File: config.mk
export PLATFORM = sky130hd
export DESIGN_NAME = spi_rx_ctrl
export DESIGN_NICKNAME = d
export VERILOG_FILES = /design/src/rtl/spi_pkg.sv /design/src/rtl/spi_sync_edge.sv /design/src/rtl/spi_rx_ctrl.sv
export SDC_FILE = /design/constraint.sdc
export NUM_CORES = 1
export LEC_CHECK = 0
export ABC_CLOCK_PERIOD_IN_PS = 2500
export BUFFER_PORTS_ARGS = -buffer_cell sky130_fd_sc_hd__buf_4
export CORE_MARGIN = 2
export CORE_UTILIZATION = 50
export DETAILED_ROUTE_END_ITERATION = 10
export PLACE_DENSITY = 0.71
export REMOVE_ABC_BUFFERS = 1
export SKIP_LAST_GASP = 1
export SLEW_MARGIN = 15
export SYNTH_ARGS = -nofsm -noshare
export SYNTH_HDL_FRONTEND = slang
export SYNTH_SLANG_ARGS = --single-unit
File: constraint.sdc
create_clock -name clk -period 2.5 [get_ports clk]
set_input_delay 0.5 -clock clk [delete_from_list [all_inputs] [get_ports clk]]
set_output_delay 0.5 -clock clk [all_outputs]
set_load 0.005 [all_outputs]
File: src/rtl/spi_pkg.sv
// Shared types and defaults for the SPI receive controller.
package spi_pkg;

   localparam int DATA_W_DEF = 16;

   typedef enum logic [1:0] {
      IDLE    = 2'd0,
      SHIFT   = 2'd1,
      WAIT_CS = 2'd2
   } spi_state_e;

endpackage : spi_pkg

File: src/rtl/spi_sync_edge.sv
// Multi-flop synchronizer for one asynchronous line plus a compare flop that
// turns level changes into single-cycle rise/fall pulses.
module spi_sync_edge #(
   parameter int   SYNC_STAGES = 2,
   parameter logic RST_VAL     = 1'b0
) (
   input  logic clk,
   input  logic reset,
   input  logic din,
   output logic level,
   output logic rise,
   output logic fall
);

   logic [SYNC_STAGES-1:0] sync_q;
   logic                   prev_q;

   // Shift the raw line through the synchronizer chain; preset to the idle
   // level so no edge pulse fires right after reset.
   always_ff @(posedge clk) begin
      if (reset) begin
         sync_q <= {SYNC_STAGES{RST_VAL}};
         prev_q <= RST_VAL;
      end else begin
         sync_q[0] <= din;
         for (int i = 1; i < SYNC_STAGES; i++) begin
            sync_q[i] <= sync_q[i-1];
         end
         prev_q <= sync_q[SYNC_STAGES-1];
      end
   end

   assign level = sync_q[SYNC_STAGES-1];
   assign rise  =  sync_q[SYNC_STAGES-1] & ~prev_q;
   assign fall  = ~sync_q[SYNC_STAGES-1] &  prev_q;

endmodule : spi_sync_edge

File: src/rtl/spi_rx_ctrl.sv
// SPI mode-0 slave receiver: oversamples sclk/cs_n/mosi on clk, assembles
// MSB-first words into a single holding register with valid/ready handoff.
//
//   state   | meaning
//   --------+-----------------------------------------------------------
//   IDLE    | waiting for cs_n to fall
//   SHIFT   | collecting bits on each sclk rise
//   WAIT_CS | word complete, ignoring further clocks until cs_n rises
module spi_rx_ctrl
   import spi_pkg::*;
#(
   parameter int DATA_W      = DATA_W_DEF,
   parameter int SYNC_STAGES = 2
) (
   input  logic              clk,
   input  logic              reset,
   input  logic              sclk,
   input  logic              cs_n,
   input  logic              mosi,
   output logic [DATA_W-1:0] rx_data,
   output logic              rx_valid,
   input  logic              rx_ready,
   output logic              overrun,
   output logic              frame_err,
   input  logic              clr_err,
   output logic              busy
);

   localparam int CNT_W = $clog2(DATA_W + 1);

   spi_state_e        state_q, state_d;
   logic [CNT_W-1:0]  cnt_q, cnt_d;
   logic [DATA_W-1:0] shift_q, shift_d;
   logic [DATA_W-1:0] rx_data_q, rx_data_d;
   logic              rx_valid_q, rx_valid_d;
   logic              overrun_q, overrun_d;
   logic              frame_err_q, frame_err_d;

   logic sclk_rise, cs_rise, cs_fall, mosi_s;
   logic word_done, err_frame, set_ovr;
   logic sclk_level_unused, sclk_fall_unused, cs_level_unused;
   logic mosi_rise_unused, mosi_fall_unused;

   // mosi goes through the same depth as sclk, so its level output lines up
   // with the sclk_rise pulse and carries the bit present at the rising edge.
   spi_sync_edge #(.SYNC_STAGES(SYNC_STAGES), .RST_VAL(1'b0)) u_sync_sclk (
      .clk(clk), .reset(reset), .din(sclk),
      .level(sclk_level_unused), .rise(sclk_rise), .fall(sclk_fall_unused)
   );

   spi_sync_edge #(.SYNC_STAGES(SYNC_STAGES), .RST_VAL(1'b1)) u_sync_cs (
      .clk(clk), .reset(reset), .din(cs_n),
      .level(cs_level_unused), .rise(cs_rise), .fall(cs_fall)
   );

   spi_sync_edge #(.SYNC_STAGES(SYNC_STAGES), .RST_VAL(1'b0)) u_sync_mosi (
      .clk(clk), .reset(reset), .din(mosi),
      .level(mosi_s), .rise(mosi_rise_unused), .fall(mosi_fall_unused)
   );

   // State, bit counter, shift register and output holding register.
   always_ff @(posedge clk) begin
      if (reset) begin
         state_q     <= IDLE;
         cnt_q       <= '0;
         shift_q     <= '0;
         rx_data_q   <= '0;
         rx_valid_q  <= 1'b0;
         overrun_q   <= 1'b0;
         frame_err_q <= 1'b0;
      end else begin
         state_q     <= state_d;
         cnt_q       <= cnt_d;
         shift_q     <= shift_d;
         rx_data_q   <= rx_data_d;
         rx_valid_q  <= rx_valid_d;
         overrun_q   <= overrun_d;
         frame_err_q <= frame_err_d;
      end
   end

   // Frame FSM: bit collection, completion and partial-frame detection.
   always_comb begin
      state_d   = state_q;
      cnt_d     = cnt_q;
      shift_d   = shift_q;
      word_done = 1'b0;
      err_frame = 1'b0;
      case (state_q)
         IDLE: begin
            if (cs_fall) begin
               cnt_d   = '0;
               shift_d = '0;
               state_d = SHIFT;
            end
         end
         SHIFT: begin
            // cs_n deassertion takes priority over a coincident clock edge.
            if (cs_rise) begin
               err_frame = (cnt_q != '0);
               cnt_d     = '0;
               shift_d   = '0;
               state_d   = IDLE;
            end else if (sclk_rise) begin
               shift_d = {shift_q[DATA_W-2:0], mosi_s};
               cnt_d   = cnt_q + CNT_W'(1);
               if (cnt_q == CNT_W'(DATA_W - 1)) begin
                  word_done = 1'b1;
                  state_d   = WAIT_CS;
               end
            end
         end
         WAIT_CS: begin
            if (cs_rise) begin
               state_d = IDLE;
            end
         end
         default: state_d = IDLE;
      endcase
   end

   // Holding register handoff and sticky error flags; a new error beats clr_err.
   always_comb begin
      rx_data_d  = rx_data_q;
      rx_valid_d = rx_valid_q;
      set_ovr    = 1'b0;
      if (word_done) begin
         if (rx_valid_q && !rx_ready) begin
            set_ovr = 1'b1;
         end else begin
            rx_data_d  = shift_d;
            rx_valid_d = 1'b1;
         end
      end else if (rx_valid_q && rx_ready) begin
         rx_valid_d = 1'b0;
      end
      overrun_d   = (overrun_q   & ~clr_err) | set_ovr;
      frame_err_d = (frame_err_q & ~clr_err) | err_frame;
   end

   assign rx_data   = rx_data_q;
   assign rx_valid  = rx_valid_q;
   assign overrun   = overrun_q;
   assign frame_err = frame_err_q;
   assign busy      = (state_q == SHIFT);

endmodule : spi_rx_ctrl

==> out/qor.yml <==
pre_cts_slack_ns: 0.517
syn_area_um2: 1910
synthAdderAreaFrac: 0.0197
final_util: 0.608
crit_fanout: 32
seq_power_share: 0.563
ios: 27
worst_slack_ns: 0.514
synth-seq-cells: 49
pwr-share-comb: 0.031
placed_cells: 268
cts-root-buf: "clkbuf_8"
clockPowerShare: 0.406
io_buffers: 26
maxSlewHeadroom: 0.457
worstPathRequired_ns: 2.67
setup_viol: 0
grt_usage: 0.170
grt_use_met2: 0.308
period_share: 0.794
yosys.area_share.simple: 0.237
mostFrequentLayoutCell: "dfxtp_1"
grt_max_degree: 50
crit_type: "reg -> reg"
hpwl_um: 2090
synth_top_family_by_area: "simple AND/OR/NAND/NOR gates"
viasPerCell: 5.49
cap_viol_max_count: 0
gr-total-overflow: 0
clock_sinks: 49
skew_ns: 0.00318
p_int_mw: 1.13
p_sw_mw: 0.275
end_kind: "flop"
grt_pass1_wl_um: 5630
gp_congestion: 0.718
fin_cells: 276
antenna_found_initial: 0
rsz0062_at_grt: "false"
synth_cell_type_count: 27
drt-initial-drc-count: 90
cts_setup_buffers: 0
setup_tns_ns: 0
final_cell_mix: "49 x dfxtp_1, 30 x buf_4, 24 x nor2_1, 21 x a21oi_1"
holdCritPathClass: "in -> reg"
hold_buffers: 0
route.vias.total: 1515
cts_max_level: 2
synth_cells: 207
maxSlewViolCount: 0
status: "completed"
max_freq_mhz: 504
dieHeight_um: 65.7
cp.arrival_ns: 2.15
sw_frac_of_total: 0.196
area_growth_pct: 16.7
clockBufferDepth: 2
synthMuxAreaShare: 0
yosysSeqAreaShare: 0.515
avgSynthCellArea_um2: 9.21
drc: 0
drtPass1Iterations: 4
timing.final.crit_period_ns: 1.99
nets: 237
core_region_area_um2: 3660
grt_pass1_vias: 1355
use_met3: 0.0462
dieArea_um2: 4320
die_w_um: 65.7
p_leak_nw: 0.835
vdd_drop_max_mv: 0.399
clk_pin_slew_worst_paths_ns: 0.08
cts_made_buffers: 5
wl_per_cell_um: 12.1
total_power_mw: 1.40
busiest_layer: "met2"
synth-compound-area-share: 0.167
grt_use_met1: 0.184
drt-total-wl_um: 3340
postCtsResizedCells: 0
worst_setup_path_start_kind: "flop"
synth_xor_area_frac: 0
tightest_slew_ns: 0.815
insertion_delay_ns: 0.30
powerDensity_nw_per_um2: 630
floorplan.initialDensity: 0.521
yosysWarnings: 0
layout-drive-gt1-share: 0.180
antennaDiodeCount: 0
cts_tree: "done"
num_rows: 22
ant_nets: 0
hold_viol: 0
[worst max-delay path, stage by stage (launching register included)]
cell      delay [ns]
dfxtp_1         0.38
ha_1            0.18
and3_1          0.17
ha_1            0.14
nand3b_1        0.18
nor4_4          0.29
buf_4           0.30
nand2b_1        0.15
a21oi_1         0.06
[state kept, by name, summed over array words and instances, names as in the netlist]
name / cells
rx_data: 16
state_q: 2
rx_valid: 1
shift_q: 15
u_sync_mosi.sync_q: 2
u_sync_cs.sync_q: 2
u_sync_cs.prev_q: 1
overrun: 1
u_sync_sclk.sync_q: 2
u_sync_sclk.prev_q: 1
frame_err: 1
cnt_q: 5
[cell usage after synthesis]
library cell | number | area (µm²)
dfxtp_1 | 49 | 981
nor2_1 | 24 | 90.1
a21oi_1 | 21 | 105
a32oi_1 | 18 | 158
nand2b_1 | 18 | 113
nand3_1 | 18 | 90.1
buf_2 | 9 | 45.0
inv_1 | 9 | 33.8
nor2b_1 | 7 | 43.8
clkbuf_1 | 6 | 22.5
nor3_1 | 5 | 25.0
ha_1 | 3 | 37.5
or2_2 | 3 | 18.8
a2111o_1 | 2 | 22.5
and3_1 | 2 | 12.5
buf_4 | 2 | 15.0
a22oi_1 | 1 | 7.51
and2b_1 | 1 | 7.51
nand2_1 | 1 | 3.75
nand3b_1 | 1 | 7.51
nor4_4 | 1 | 21.3
nor4b_1 | 1 | 8.76
o2111ai_1 | 1 | 8.76
o211ai_1 | 1 | 7.51
o21ai_0 | 1 | 5.00
o21ai_1 | 1 | 5.00
or4b_1 | 1 | 10.0
[per-layer routing]
layer | share of wire | routed length (µm)
met3 | 0.049 | 165
met4 | 0.017 | 57
met5 | 0 | 0
met2 | 0.50 | 1660
met1 | 0.44 | 1460
[power groups by stage]
stage | registers (mW) | clock network, mW | logic (mW)
after global routing | 0.791 | 0.618 | 0.0474
final | 0.790 | 0.569 | 0.0429
after detailed placement | 0.808 | 0 | 0.0428
after CTS | 0.790 | 0.586 | 0.0432
after floorplan | 0.807 | 0 | 0.0187
after global placement | 0.808 | 0 | 0.0420
[path summary, 6_finish.rpt]
check	startpoint	cells past startpoint	end	slack [ns]
max	cnt_q[1]$_SDFFE_PP0P_	8	rx_data[8]$_SDFFE_PP0P_	0.51
max reg2reg	cnt_q[1]$_SDFFE_PP0P_	8	rx_data[8]$_SDFFE_PP0P_	0.51
min	cs_n	2	u_sync_cs.sync_q[0]$_SDFF_PP1_	0.38
min reg2reg	u_sync_cs.sync_q[0]$_SDFF_PP1_	1	u_sync_cs.sync_q[1]$_SDFF_PP1_	0.42
[area by class of cell]
type / count / area, µm²
Clock inverter: 1 / 30.0
Sequential cell: 49 / 981
Fill cell: 330 / 1440
Clock buffer: 7 / 86.3
Inverter: 9 / 33.8
Timing Repair Buffer: 30 / 225
Tap cell: 48 / 60.1
Multi-Input combinational cell: 132 / 808
[cell families (layout without fill, tap and decap cells)]
group / count (synthesis) / in the layout
adder cells (fa/ha/maj): 3 / 3
flip-flops: 49 / 49
AND/OR/NAND/NOR: 83 / 83
AO/OA/AOI/OAI: 46 / 46
buffers and inverters: 26 / 47
[through the flow]
| stage | instance area, µm² | hold slack, ns |
|---|---|---|
| final | 2220 | 0.379 |
| after global routing | 2220 | 0.381 |
| after CTS | 2220 | 0.372 |
| after detailed placement | 2110 | 0.402 |
| after global placement | 2110 | 0.392 |
| after floorplan | 1820 | 0.389 |
No activity file was read; power rests on OpenSTA's default activity.
